File: src/rtl/serial_store_unit.sv
// Bit-serial store unit: assembles an LSB-first address and data stream, then issues
// one lane-replicated, byte-masked write to the memory port (SB/SH/SW).
module serial_store_unit #(
   parameter int D_WIDTH = 32,
   parameter int A_WIDTH = 10
) (
   input  logic               clk,
   input  logic               rst,
   input  logic               start,
   input  logic [2:0]         func,
   input  logic               bit_in,
   input  logic               bit_valid,
   output logic               busy,
   output logic [5:0]         bit_pos,
   output logic               mem_en,
   output logic [A_WIDTH-1:0] mem_addr,
   output logic [D_WIDTH-1:0] mem_data,
   output logic [3:0]         mem_mask,
   output logic               done,
   output logic               misaligned
);

   typedef enum logic [1:0] {
      S_IDLE  = 2'd0,
      S_ADDR  = 2'd1,
      S_DATA  = 2'd2,
      S_WRITE = 2'd3
   } state_t;

   localparam logic [2:0] F_SB = 3'b000;
   localparam logic [2:0] F_SH = 3'b001;
   localparam logic [2:0] F_SW = 3'b010;
   localparam int         AW   = A_WIDTH + 2;

   state_t               state_q, state_d;
   logic [2:0]           func_q, func_d;
   // Only the byte-address bits that reach the port are kept; upper bits wrap away.
   logic [AW-1:0]        addr_q, addr_d;
   logic [D_WIDTH-1:0]   data_q, data_d;
   logic [5:0]           bit_pos_q, bit_pos_d;
   logic                 fault_q, fault_d;
   logic                 mem_en_q, mem_en_d;
   logic [A_WIDTH-1:0]   mem_addr_q, mem_addr_d;
   logic [D_WIDTH-1:0]   mem_data_q, mem_data_d;
   logic [3:0]           mem_mask_q, mem_mask_d;
   logic                 done_q, done_d;
   logic                 misaligned_q, misaligned_d;

   logic                 func_ok;
   logic                 last_bit;
   logic [D_WIDTH-1:0]   lane_data;
   logic [3:0]           lane_mask;

   assign func_ok  = (func_q == F_SB) || (func_q == F_SH) || (func_q == F_SW);
   assign last_bit = bit_valid && (bit_pos_q == 6'd31);

   always_comb begin
      state_d      = state_q;
      func_d       = func_q;
      addr_d       = addr_q;
      data_d       = data_q;
      bit_pos_d    = bit_pos_q;
      fault_d      = fault_q;
      mem_en_d     = 1'b0;
      mem_mask_d   = 4'b0000;
      done_d       = 1'b0;
      mem_addr_d   = mem_addr_q;
      mem_data_d   = mem_data_q;
      misaligned_d = misaligned_q;
      lane_data    = '0;
      lane_mask    = 4'b0000;

      case (state_q)
         S_IDLE: begin
            if (start) begin
               func_d       = func;
               misaligned_d = 1'b0;
               fault_d      = 1'b0;
               bit_pos_d    = 6'd0;
               state_d      = S_ADDR;
            end
         end

         S_ADDR: begin
            if (bit_valid) begin
               for (int i = 0; i < AW; i++) begin
                  if (bit_pos_q == 6'(i)) addr_d[i] = bit_in;
               end
               if (last_bit) begin
                  bit_pos_d = 6'd0;
                  state_d   = S_DATA;
                  fault_d   = ((func_q == F_SH) && addr_d[0]) ||
                              ((func_q == F_SW) && (addr_d[1:0] != 2'b00));
               end else begin
                  bit_pos_d = bit_pos_q + 6'd1;
               end
            end
         end

         S_DATA: begin
            if (bit_valid) begin
               data_d[bit_pos_q[4:0]] = bit_in;
               if (last_bit) begin
                  bit_pos_d = 6'd0;
                  state_d   = S_WRITE;
                  case (func_q)
                     F_SB: begin
                        lane_data = {4{data_d[7:0]}};
                        lane_mask = 4'b0001 << addr_q[1:0];
                     end
                     F_SH: begin
                        lane_data = {2{data_d[15:0]}};
                        lane_mask = 4'b0011 << addr_q[1:0];
                     end
                     default: begin
                        lane_data = data_d;
                        lane_mask = 4'b1111;
                     end
                  endcase
                  // Outputs are registered on entry so they are valid during WRITE.
                  mem_addr_d = addr_q[AW-1:2];
                  mem_data_d = lane_data;
                  done_d     = 1'b1;
                  if (func_ok) begin
                     if (fault_q) begin
                        misaligned_d = 1'b1;
                     end else begin
                        mem_en_d   = 1'b1;
                        mem_mask_d = lane_mask;
                     end
                  end
               end else begin
                  bit_pos_d = bit_pos_q + 6'd1;
               end
            end
         end

         default: begin
            state_d = S_IDLE;
         end
      endcase
   end

   always_ff @(posedge clk) begin
      if (rst) begin
         state_q      <= S_IDLE;
         func_q       <= 3'b000;
         addr_q       <= '0;
         data_q       <= '0;
         bit_pos_q    <= 6'd0;
         fault_q      <= 1'b0;
         mem_en_q     <= 1'b0;
         mem_addr_q   <= '0;
         mem_data_q   <= '0;
         mem_mask_q   <= 4'b0000;
         done_q       <= 1'b0;
         misaligned_q <= 1'b0;
      end else begin
         state_q      <= state_d;
         func_q       <= func_d;
         addr_q       <= addr_d;
         data_q       <= data_d;
         bit_pos_q    <= bit_pos_d;
         fault_q      <= fault_d;
         mem_en_q     <= mem_en_d;
         mem_addr_q   <= mem_addr_d;
         mem_data_q   <= mem_data_d;
         mem_mask_q   <= mem_mask_d;
         done_q       <= done_d;
         misaligned_q <= misaligned_d;
      end
   end

   assign busy       = (state_q != S_IDLE);
   assign bit_pos    = bit_pos_q;
   assign mem_en     = mem_en_q;
   assign mem_addr   = mem_addr_q;
   assign mem_data   = mem_data_q;
   assign mem_mask   = mem_mask_q;
   assign done       = done_q;
   assign misaligned = misaligned_q;

endmodule

File: config.mk
export PLATFORM = sky130hd
export DESIGN_NAME = serial_store_unit
export DESIGN_NICKNAME = d
export VERILOG_FILES = /design/src/rtl/serial_store_unit.sv
export SDC_FILE = /design/constraint.sdc
export NUM_CORES = 1
export LEC_CHECK = 0
export CAP_MARGIN = 25
export CORE_MARGIN = 2
export CORE_UTILIZATION = 36
export CTS_CLUSTER_DIAMETER = 80
export DETAILED_ROUTE_END_ITERATION = 8
export PLACE_DENSITY_LB_ADDON = 0.05
export SYNTH_ARGS = -nofsm -noshare
export SYNTH_HDL_FRONTEND = slang
export SYNTH_SLANG_ARGS = --single-unit
File: constraint.sdc
create_clock -name clk -period 1.75 [get_ports clk]
set_input_delay 0.35 -clock clk [delete_from_list [all_inputs] [get_ports clk]]
set_output_delay 0.35 -clock clk [all_outputs]
set_load 0.005 [all_outputs]
* Word level (Yosys, flattened, before mapping)
Index checks and enable logic that the tools add are counted.
Storage, ports and cells: register bits 105, input port bits 8, output and inout bits 56
Operators by class: $add $sub $neg 1, magnitude comparators 2, equal/unequal tests 24, shift operators 2, multiplexer cells 32, bitwise gates (word level) 4, reductions and logical operators 37
Operators by type and width (count):
- case mux 32 bit (2 select lines) | 1
- AND reduction 3 bit | 12
- bitwise mux 32 bit | 1
- equality test 6 x 3 -> 1 bit, second input constant | 4
- equality test 6 x 4 -> 1 bit, second input constant | 4
- two-way mux 6 bit | 3
- two-way mux 1 bit | 16
- != test 2 bit, second input constant | 7
- equality test 6 x 2 -> 1 bit, second input constant | 2
- case mux 6 bit (2 select lines) | 1
- two-way mux 2 bit | 5
- nonzero test 2 bit | 5
- case mux 4 bit (2 select lines) | 1
- adder 6 x 1 -> 6 bit, second input constant | 1
- equality test 6 x 1 -> 1 bit, second input constant | 1
- equality test 6 x 5 -> 1 bit, second input constant | 1
- zero test 6 bit | 1
- < comparator 5 x 6 -> 1 bit, second input constant | 1
- case mux 2 bit (3 select lines) | 1
- AND reduction 2 bit | 3
- AND reduction 6 bit | 1
- OR reduction 6 bit | 1
- demux 1 bit (select 5 bit) | 1
- greater-or-equal comparator 5 x 1 -> 1 bit, second input constant | 1
- other kinds (18) | 27

* Depth between registers and ports, before layout
Gate-level depths: netlist of the first run.
depth after elaboration 10, depth in mapped cells 9

* Least setup slack after synthesis of the first run
No wires, ideal clock.
kind register -> register, from register state_q[0], to register bit_pos_q[2], in the netlist bit_pos[2], data arrival time 1643 ps, data required time 1618 ps, path slack -25 ps, stages on the path, launching flop included 10, buffers on the path 2, cell sequence dfxtp_1 inv_1 ha_1 buf_2 mux2_2 nand2_1 buf_2 nor3b_1 o21ai_0 a21oi_1
Between the ends: longest elaborated chain between the ends 4, elaborated cells between the ends (all ways) 9, classes of those cells eq/ne: 4; mux: 1; reduce/logical: 4
RTL lines:
- start, declared | line 35 | state_t state_q, state_d;
- start signal, assigned | line 159 | state_q <= state_d;
- equality test 2 bit / equality test 2 x 1 -> 1 bit (equally long branches) | line 73 | case (state_q)
- OR reduction 2 bit (no source line)
- != test 2 x 1 -> 1 bit (no source line) / nonzero test 2 bit (equally long branches)
- AND reduction 3 bit (no source line)
- end signal, assigned | line 163 | bit_pos_q <= bit_pos_d;
- end, declared | line 40 | logic [5:0] bit_pos_q, bit_pos_d;
Several ways; a longest one is shown, not always the timed one. A chain may end at the register's enable or synchronous reset.

* Worst setup path in the final report of the first run
from register bit_pos_q[0], in the netlist bit_pos[0], to output port bit_pos[0]
RTL lines:
- end, declared | line 14 | output logic [5:0] bit_pos,
No word-level cell between the ends.

==> results of run 1 <==
-- Yosys cell counts (all sizes together), types with 10 or more instances --
master	n	area, um2
o21ai	11	55.1
dfxtp	105	2100
nand4b	10	87.6
mux2i	54	561
clkbuf	22	82.6
nor3	11	55.1
a211oi	36	270
a21oi	40	200
nand2	95	357
inv	10	37.5
buf	34	221
nor2	83	314
nand3	22	115
and4bb	10	125
-- flip-flops by register name, summed over array words and instances (netlist names) --
| name | cells |
|---|---|
| addr_q | 12 |
| bit_pos | 6 |
| data_q | 32 |
| done | 1 |
| fault_q | 1 |
| func_q | 3 |
| mem_addr | 10 |
| mem_data | 32 |
| mem_en | 1 |
| mem_mask | 4 |
| misaligned | 1 |
| state_q | 2 |
-- worst max-delay path: stages (launching register included) --
cell and delay (ns):
dfxtp_4 0.40, buf_4 0.15, clkdlybuf4s50_1 0.50
-- per-layer routing --
layer,track usage,share of wire,vias up,wire (um)
met3,0.0387,0.049,20,801
met4,0.0689,0.017,0,282
met5,0,0,-,0
met2,0.313,0.43,135,7110
li1,-,-,2368,-
met1,0.336,0.50,2315,8200
-- worst paths after layout --
kind	from	end	slack [ns]	cells after the start
min	rst	bit_pos[5]	0.45	2
max reg2reg	bit_pos[0]	mem_data[31]	0.01	7
max	bit_pos[0]	bit_pos[0]	0.0007	2
min reg2reg	addr_q[10]	mem_addr[8]	0.45	2
-- area by class of cell --
class,instances,area (um2),area share
clock buffer,11,243,0.0329
inverter,10,42.5,0.00577
clock inverter,5,62.6,0.00849
sequential,105,2120,0.288
tap,180,225,0.0306
timing repair buffer,166,1660,0.226
multi-input combinational,435,3010,0.409
-- per-stage QoR --
stage / power, mW / hold WS (ns) / setup slack, ns / area, um2
global route: 7.91 / 0.456 / -0.0783 / 7370
finish: 7.53 / 0.448 / 0.000725 / 7370
global placement: 5.01 / 0.443 / -0.273 / 6490
detailed placement: 5.06 / 0.446 / -0.291 / 6490
floorplan: 4.04 / 0.432 / 0.00865 / 5150
CTS: 7.34 / 0.432 / -0.0797 / 7010
-- cell families (layout without fill, tap and decap cells) --
logic type | after synthesis | count (layout)
AND/OR/NAND/NOR | 265 | 265
AO/OA/AOI/OAI | 107 | 107
flip-flops | 105 | 105
buffers and inverters | 66 | 192
multiplexers | 55 | 55
adder cells (fa/ha/maj) | 7 | 7
XOR/XNOR | 1 | 1
-- power groups by stage --
stage	Sequential [mW]	Clock [mW]	Combinational, mW
after floorplan	2.70	0	1.34
after global placement	2.70	0	2.31
after detailed placement	2.70	0	2.35
after CTS	2.68	2.17	2.49
after global routing	2.71	2.28	2.92
final	2.69	2.13	2.71
-- timing repair --
| action | CTS | global route |
|---|---|---|
| gates cloned | 2 | 3 |
| resized for setup | 41 | 51 |
| buffers inserted | 1 | 11 |
| pin swaps | 4 | 21 |
| setup endpoints to repair | 69 | 75 |
==> results.md, run 1 <==
- Routed WL: roughly 16000 um
- Clock sink count: around 110
- Num ports: 64
- CTS tree: yes
- Routability congestion estimate: 0.781
- Final #Nets: 742
- Post-synth EDFFs: 0
- Total global routing overflow: 0
- Setup CP Type: flop to output pin
- CP Data Required Time: between 1 and 1.5 ns
- Routed len/inst: ~18 um
- # DRC: 0
- Most common flop cell mapped by yosys: dfxtp_1
- NetSw: ~2.5 mW
- Avg Cell Area, Syn: around 8.5 um2
- Vias in the first global route: 4620
- CTS Buf Count: 9
- Comb pwr share: 0.360
- Initial antenna violation count: 0
- Total of max-cap violations: 0
- Detail Route Antenna Nets: 0
- Total negative slack: 0 ns
- DRT Pass-1 Iters: 5
- CP endpoint kind: output pin
- Final Hold Viols: 0
- Row count: 43
- Count of different cell masters after synthesis: between 50 and 60
- Area of the die: 15300 um2
- Routed vias: approximately 4800
- Post-synth ARST share: 0
- DR iter-0 viols: between 400 and 500
- Post-synthesis mux area share: 0.111
- Warnings, synthesis: 0
- Cts hold-fix bufs: 0
- Number of fill cells: around 1300
- Switching share of power: 0.336
- Rel. slew slack: 0.697
- Largest net degree at the start of global routing: 37
- Worst Skew: approximately 0.0085 ns
- Tmin final: 1.75 ns
- Synthesized net count: slightly above 600
- Final design utilization: 0.529
- Clock Tree Buf Depth: 2
- Clock Power Share: 0.283
- Largest family of logic cells by synthesized area: simple AND/OR/NAND/NOR gates
- Complex-gate fraction of the synthesized area: 0.134
- Die H: ~120 um
- Share of layout cells above drive strength 1: 0.277
- Most frequent cells in the layout: dfxtp_1, nand2_1, buf_4
- Diode count: 0
- Fmax: approximately 0.57 GHz
- Pwr Density: a little over 1000 nW/um2
- Core area: between 10000 and 15000 um2
- Post-Syn Area: between 5000 and 6000 um2
- Startpoint types: flop
- Port Buffers: 63
- Sequential share of the synthesized area: 0.409
- Status: finished clean
- Placed cells: approximately 900
- RSZ-0062 raised after global routing: yes
- Pins Over Slew Limit: 0
- Internal: roughly 5 mW
- H-Tree Depth: 3
- Post-Synth Simple-Gate Area: 0.261
- Final setup violating endpoints: 0
- Leakage power: 2.81 nW
- Critical path arrival: around 1.4 ns
- Post-Layout Cell Count: between 900 and 1000
- Final period util: 1.00
- Yosys reg bits: between 100 and 150
- Hold WC Path Type: input pin to flop
- Synth Area in XOR/XNOR: 0.00170
- Via/cell ratio: roughly 5.3
- Clk slew on worst S/H paths: roughly 0.08 ns
- Worst vdd ir: 0.478 mV
- CP Max Fanout: 4
- Die Width: around 120 um
- GRT Util Overall: 0.221
- Adder-cell share of the synthesized area: 0.0170
- Commonest non-fill, non-tap cell in the layout: dfxtp_1
- Clock insertion delay at the later pin of the skew report: approximately 0.36 ns
- Starting Density: 0.369
- Layout area overhead: 43.3%
- First-pass GRT wire length: 25600 um
- Clk root buf: clkbuf_16
- HPWL reported at the end of detailed placement: around 10000 um
- Worst-Margin Slew: approximately 0.45 ns
- Post-Syn Instances: roughly 610
- Reg power frac: 0.357
No activity file was read; power rests on OpenSTA's default activity.
==> run 2, diff against run 1 <==
CORE_MARGIN = 3   (was 2)
==> results.md, run 2 (synthesis results as in run 1) <==
- Status: finished, violations left
- Failing checks: negative setup slack
- Clock sink count: roughly 110
- CP endpoint kind: flop
- Fmax: ~0.55 GHz
- Most frequent cells in the layout: dfxtp_1, buf_4, nand2_1
- Diode count: 0
- NetSw: approximately 2.6 mW
- Via/cell ratio: about 5.3
- Final Hold Viols: 0
- Final WS setup: -0.0560 ns
- Rel. slew slack: 0.678
- Clk root buf: clkbuf_16
- Layout area overhead: 50.7%
- CTS Buf Count: 9
- Pwr Density: between 900 and 1000 nW/um2
- Final design utilization: 0.556
- Total global routing overflow: 0
- DRT Pass-1 Iters: 6
- Hold WC Path Type: flop to flop
- Routability congestion estimate: 0.764
- Hold slack: approximately 0.46 ns
- First-pass GRT wire length: between 20000 and 30000 um
- Final period util: 1.03
- Setup CP Type: flop to flop
- Routed WL: 16900 um
- Largest net degree at the start of global routing: 39
- Worst-Margin Slew: slightly below 0.5 ns
- Commonest non-fill, non-tap cell in the layout: dfxtp_1
- CTS tree: yes
- Cts hold-fix bufs: 0
- Leakage power: a little over 3 nW
- Initial antenna violation count: 0
- Pins Over Slew Limit: 0
- Routed len/inst: 18.2 um
- Worst vdd ir: roughly 0.52 mV
- Delay-heaviest family, CP: simple AND/OR/NAND/NOR gates
- Tmin final: around 1.8 ns
- Starting Density: 0.369
- Core area: around 14000 um2
- Startpoint types: flop
- DR iter-0 viols: slightly below 400
- Switching share of power: 0.346
- Num ports: 64
- Die H: about 130 um
- Clock insertion delay at the later pin of the skew report: 0.36 ns
- Internal reg-to-reg setup slack: -0.06 ns
- # DRC: 0
- Post-Layout Cell Count: 930
- Comb pwr share: 0.361
- Critical path arrival: ~2.1 ns
- Clk slew on worst S/H paths: ~0.08 ns
- Detail Route Antenna Nets: 0
- Max incr delay on CP: between 0.3 and 0.4 ns
- Share of layout cells above drive strength 1: 0.332
- Reg power frac: 0.354
- RSZ-0062 raised after global routing: yes
- Worst Skew: 0.00881 ns
- Highest-delay cell along the critical path: dfxtp_4
- Final setup violating endpoints: 8
- Placed cells: 888
- Internal: between 4 and 5 mW
- Critical path, cell by cell: inv_4 -> ha_4 -> buf_6 -> nor4b_4 -> mux2i_2 -> nand2_1 -> a41o_1
- Clock Power Share: 0.285
- Die Width: roughly 130 um
- Port Buffers: between 60 and 70
- CP Max Fanout: 5
- Vias in the first global route: 4692
- Routed vias: between 4000 and 5000
- Area of the die: between 15000 and 20000 um2
- Final #Nets: 760
- Row count: 43
- H-Tree Depth: 3
- Clock Tree Buf Depth: 2
- Crit path buffers/inverters: 2
- HPWL reported at the end of detailed placement: between 10000 and 15000 um
- Worst slack at placement: -0.346 ns
- Total of max-cap violations: 0
- CP Data Required Time: 2.00 ns
- GRT Util Overall: 0.210
## run 2: cell types whose count changed in the layout (fill, tap and decap cells not counted), moves of 3 or more
cell	before	now
buf_6	3	14
nand2_1	91	83
a21oi_1	36	29
a21oi_2	4	11
buf_4	82	89
mux2i_1	44	37
mux2i_2	8	14
nand3_1	15	9
nand2_4	0	5
dfxtp_2	5	1
nand3_2	6	10
nand2_2	4	7
## run 2: layout make-up
class / instances / area, um2
fill: 1226 / 6190
multi-input combinational: 435 / 3190
sequential: 105 / 2120
timing repair buffer: 184 / 1860
clock buffer: 9 / 225
tap: 180 / 225
clock inverter: 7 / 83.8
inverter: 10 / 42.5
## run 2: final timing paths
kind                                   from            to  depth (start not counted)
worst min-delay path            mem_addr[6]   mem_addr[6]                          2
worst min register to register  mem_addr[6]   mem_addr[6]                          2
worst max-delay path             bit_pos[1]  mem_data[25]                          7
worst max register to register   bit_pos[1]  mem_data[25]                          7
## run 2: what timing repair did
action | CTS | global route
pin swaps | 13 | 49
resized for setup | 50 | 95
setup buffers | 6 | 15
setup endpoints to repair | 66 | 91
gates cloned | 5 | 4
endpoints found under the hold margin | 0 | 0
## run 2: per-stage QoR
step	power [mW]	instance area, um2	TNS (ns)
after CTS	7.36	7220	-0.581
after detailed placement	5.03	6500	-13.73
final	7.57	7750	-0.177
after floorplan	4.04	5150	0
after global routing	7.99	7750	-2.77
after global placement	5.01	6500	-10.73
## run 2: power groups by stage
stage | registers, mW | logic (mW) | clock network [mW]
final | 2.68 | 2.74 | 2.15
after global routing | 2.70 | 2.97 | 2.31
after CTS | 2.67 | 2.50 | 2.19
after detailed placement | 2.70 | 2.33 | 0
after global placement | 2.69 | 2.32 | 0
after floorplan | 2.70 | 1.34 | 0
## run 2: worst register-to-register path: cells and delay by family, from the launching register on
| family | cells | cell delay, ns |
|---|---|---|
| mux | 1 | 0.36 |
| fa+ha+maj | 1 | 0.14 |
| buf+inv | 2 | 0.20 |
| simple gates | 2 | 0.39 |
| flops | 1 | 0.37 |
| compound gates | 1 | 0.24 |
## run 2: routing by layer
metal  part of all wire  vias to the layer above  routed length [um]  track usage
met2               0.44                      126                7490        0.307
met4              0.017                        0                 280       0.0733
met3              0.048                       16                 810       0.0320
met5                  0                        -                   0            0
met1               0.49                     2401                8320        0.312
li1                   -                     2406                   -            -
==> run 3, diff against run 2 <==
PLACE_DENSITY = 0.6   (was not set)
PLACE_DENSITY_LB_ADDON = not set   (was 0.05)
==> results.md, run 3 (synthesis results as in run 1) <==
- Starting Density: 0.369
- Routed vias: roughly 4900
- GRT Util Overall: 0.197
- Highest-delay cell along the critical path: dfxtp_4
- Worst slack at placement: -0.296 ns
- Clk slew on worst S/H paths: ~0.070 ns
- Critical Path Source: bit_pos[1]
- Most frequent cells in the layout: dfxtp_1, nand2_1, nor2_1
- CP endpoint kind: flop
- Routability congestion estimate: between 0.8 and 0.9
- Total global routing overflow: 0
- Commonest non-fill, non-tap cell in the layout: dfxtp_1
- Max incr delay on CP: between 0.3 and 0.4 ns
- # DRC: 0
- Switching share of power: 0.335
- Pins Over Slew Limit: 0
- Internal: around 5 mW
- First-pass GRT wire length: roughly 25000 um
- Busiest layer in global routing: met2
- Tmin final: approximately 1.8 ns
- Comb pwr share: 0.349
- Worst vdd ir: around 0.75 mV
- Via/cell ratio: between 5 and 6
- Placed inst area: approximately 6400 um2
- Critical path, cell by cell: inv_2 -> ha_4 -> and4bb_2 -> mux2i_2 -> buf_4 -> nor2_1 -> nor3_2 -> nor3_1
- M2 GR Usage: 0.305
- H-Tree Depth: 3
- DRT Pass-1 Iters: 5
- Hold Startpoint: rst
- Leakage power: 2.82 nW
- Clock insertion delay at the later pin of the skew report: 0.36 ns
- Num ports: 64
- Critical path arrival: approximately 2 ns
- CP Data Required Time: 2.00 ns
- Startpoint types: flop
- Number of fill cells: about 1300
- Port Buffers: 63
- Detail Route Antenna Nets: 0
- Routed len/inst: 17.7 um
- Total area of sequential cells: between 2000 and 2500 um2
- Diode count: 0
- Final period util: 1.02
- Final Hold Viols: 0
- Worst-Margin Slew: about 0.40 ns
- DR iter-0 viols: 310
- Hold slack: 0.367 ns
- Hold WC Path Type: input pin to flop
- Initial antenna violation count: 0
- Worst reg-to-reg path cell count: 8
- Final #Nets: around 730
- Row count: 43
- Die H: ~130 um
- NetSw: 2.46 mW
- CTS Buf Count: 9
- Worst Skew: ~0.0048 ns
- CP Max Fanout: 6
- Overall Power: 7.36 mW
- Cts hold-fix bufs: 0
- Post-route cell area: roughly 7200 um2
- Clock Tree Buf Depth: 2
- Post-Layout Cell Count: approximately 900
- GR met3 Demand/Resource: 0.0389
- Clock sink count: 105
- Layout area overhead: 40.8%
- Vias in the first global route: approximately 4600
- Clk root buf: clkbuf_16
- Fmax: about 0.56 GHz
- Total of max-cap violations: 0
- CTS tree: yes
- Area of the die: 15800 um2
- Hold path cells: 2
- Share of layout cells above drive strength 1: 0.253
- Routed WL: ~16000 um
- Clock Power Share: 0.286
- Rel. slew slack: 0.732
- Reg-to-Reg Start: bit_pos[1]
- Final WS setup: -0.0300 ns
- RSZ-0062 raised after global routing: yes
- Pwr Density: 1020 nW/um2
- Placed cells: between 800 and 900
- Failing checks: negative setup slack
- Largest net degree at the start of global routing: 33
- Status: finished, violations left
- Core area: between 10000 and 15000 um2
- Area of the multi-input gates: ~3000 um2
- Setup CP Type: flop to flop
- Final setup violating endpoints: 3
- Grt met1 use: 0.282
- HPWL reported at the end of detailed placement: just over 10000 um
- Reg power frac: 0.365
- Die Width: ~130 um
==> run 3: repair_timing <==
action | in CTS | in global routing
endpoints found under the setup margin | 47 | 82
cloned | 3 | 0
gates resized for setup | 38 | 40
pin swaps | 4 | 18
setup buffers | 2 | 12
==> run 3: per-stage QoR <==
step,setup TNS (ns),util
2_1_floorplan,0,-
3_3_place_gp,-9.14,0.461
3_5_place_dp,-12.89,0.461
4_1_cts,-0.133,0.501
5_1_grt,-0.642,0.520
6_report,-0.0416,0.520
==> run 3: power by group through the flow <==
stage,Combinational (mW),Sequential [mW],Clock [mW]
4_1_cts,2.33,2.66,2.13
3_5_place_dp,2.24,2.71,0
5_1_grt,2.81,2.71,2.21
6_report,2.57,2.69,2.11
2_1_floorplan,1.34,2.70,0
3_3_place_gp,2.21,2.70,0
==> run 3: area by class of cell <==
class                      count  share of cell area
tap                          180              0.0311
clock inverter                 6             0.00916
inverter                      10             0.00518
multi-input combinational    435               0.407
clock buffer                  10              0.0330
timing repair buffer         158               0.221
sequential                   105               0.293
==> run 3: path summary, 6_finish.rpt <==
check	slack [ns]	endpoint
worst max-delay path	-0.03	mem_data[13]
worst min-delay path	0.37	bit_pos[5]
worst max register to register	-0.03	mem_data[13]
worst min register to register	0.46	mem_data[18]
==> run 3: critical path: cells and delay by family (launching register included) <==
kind                       cells  cell delay (ns)
and+or+nand+nor                4             0.66
DFF                            1             0.36
muxes                          1             0.23
adders and majority gates      1             0.18
buffers and inverters          2             0.25
==> run 3: layer usage <==
layer | up-vias | part of all wire
met4 | 0 | 0.012
met3 | 18 | 0.058
li1 | 2355 | -
met5 | - | 0
met1 | 2404 | 0.47
met2 | 154 | 0.46
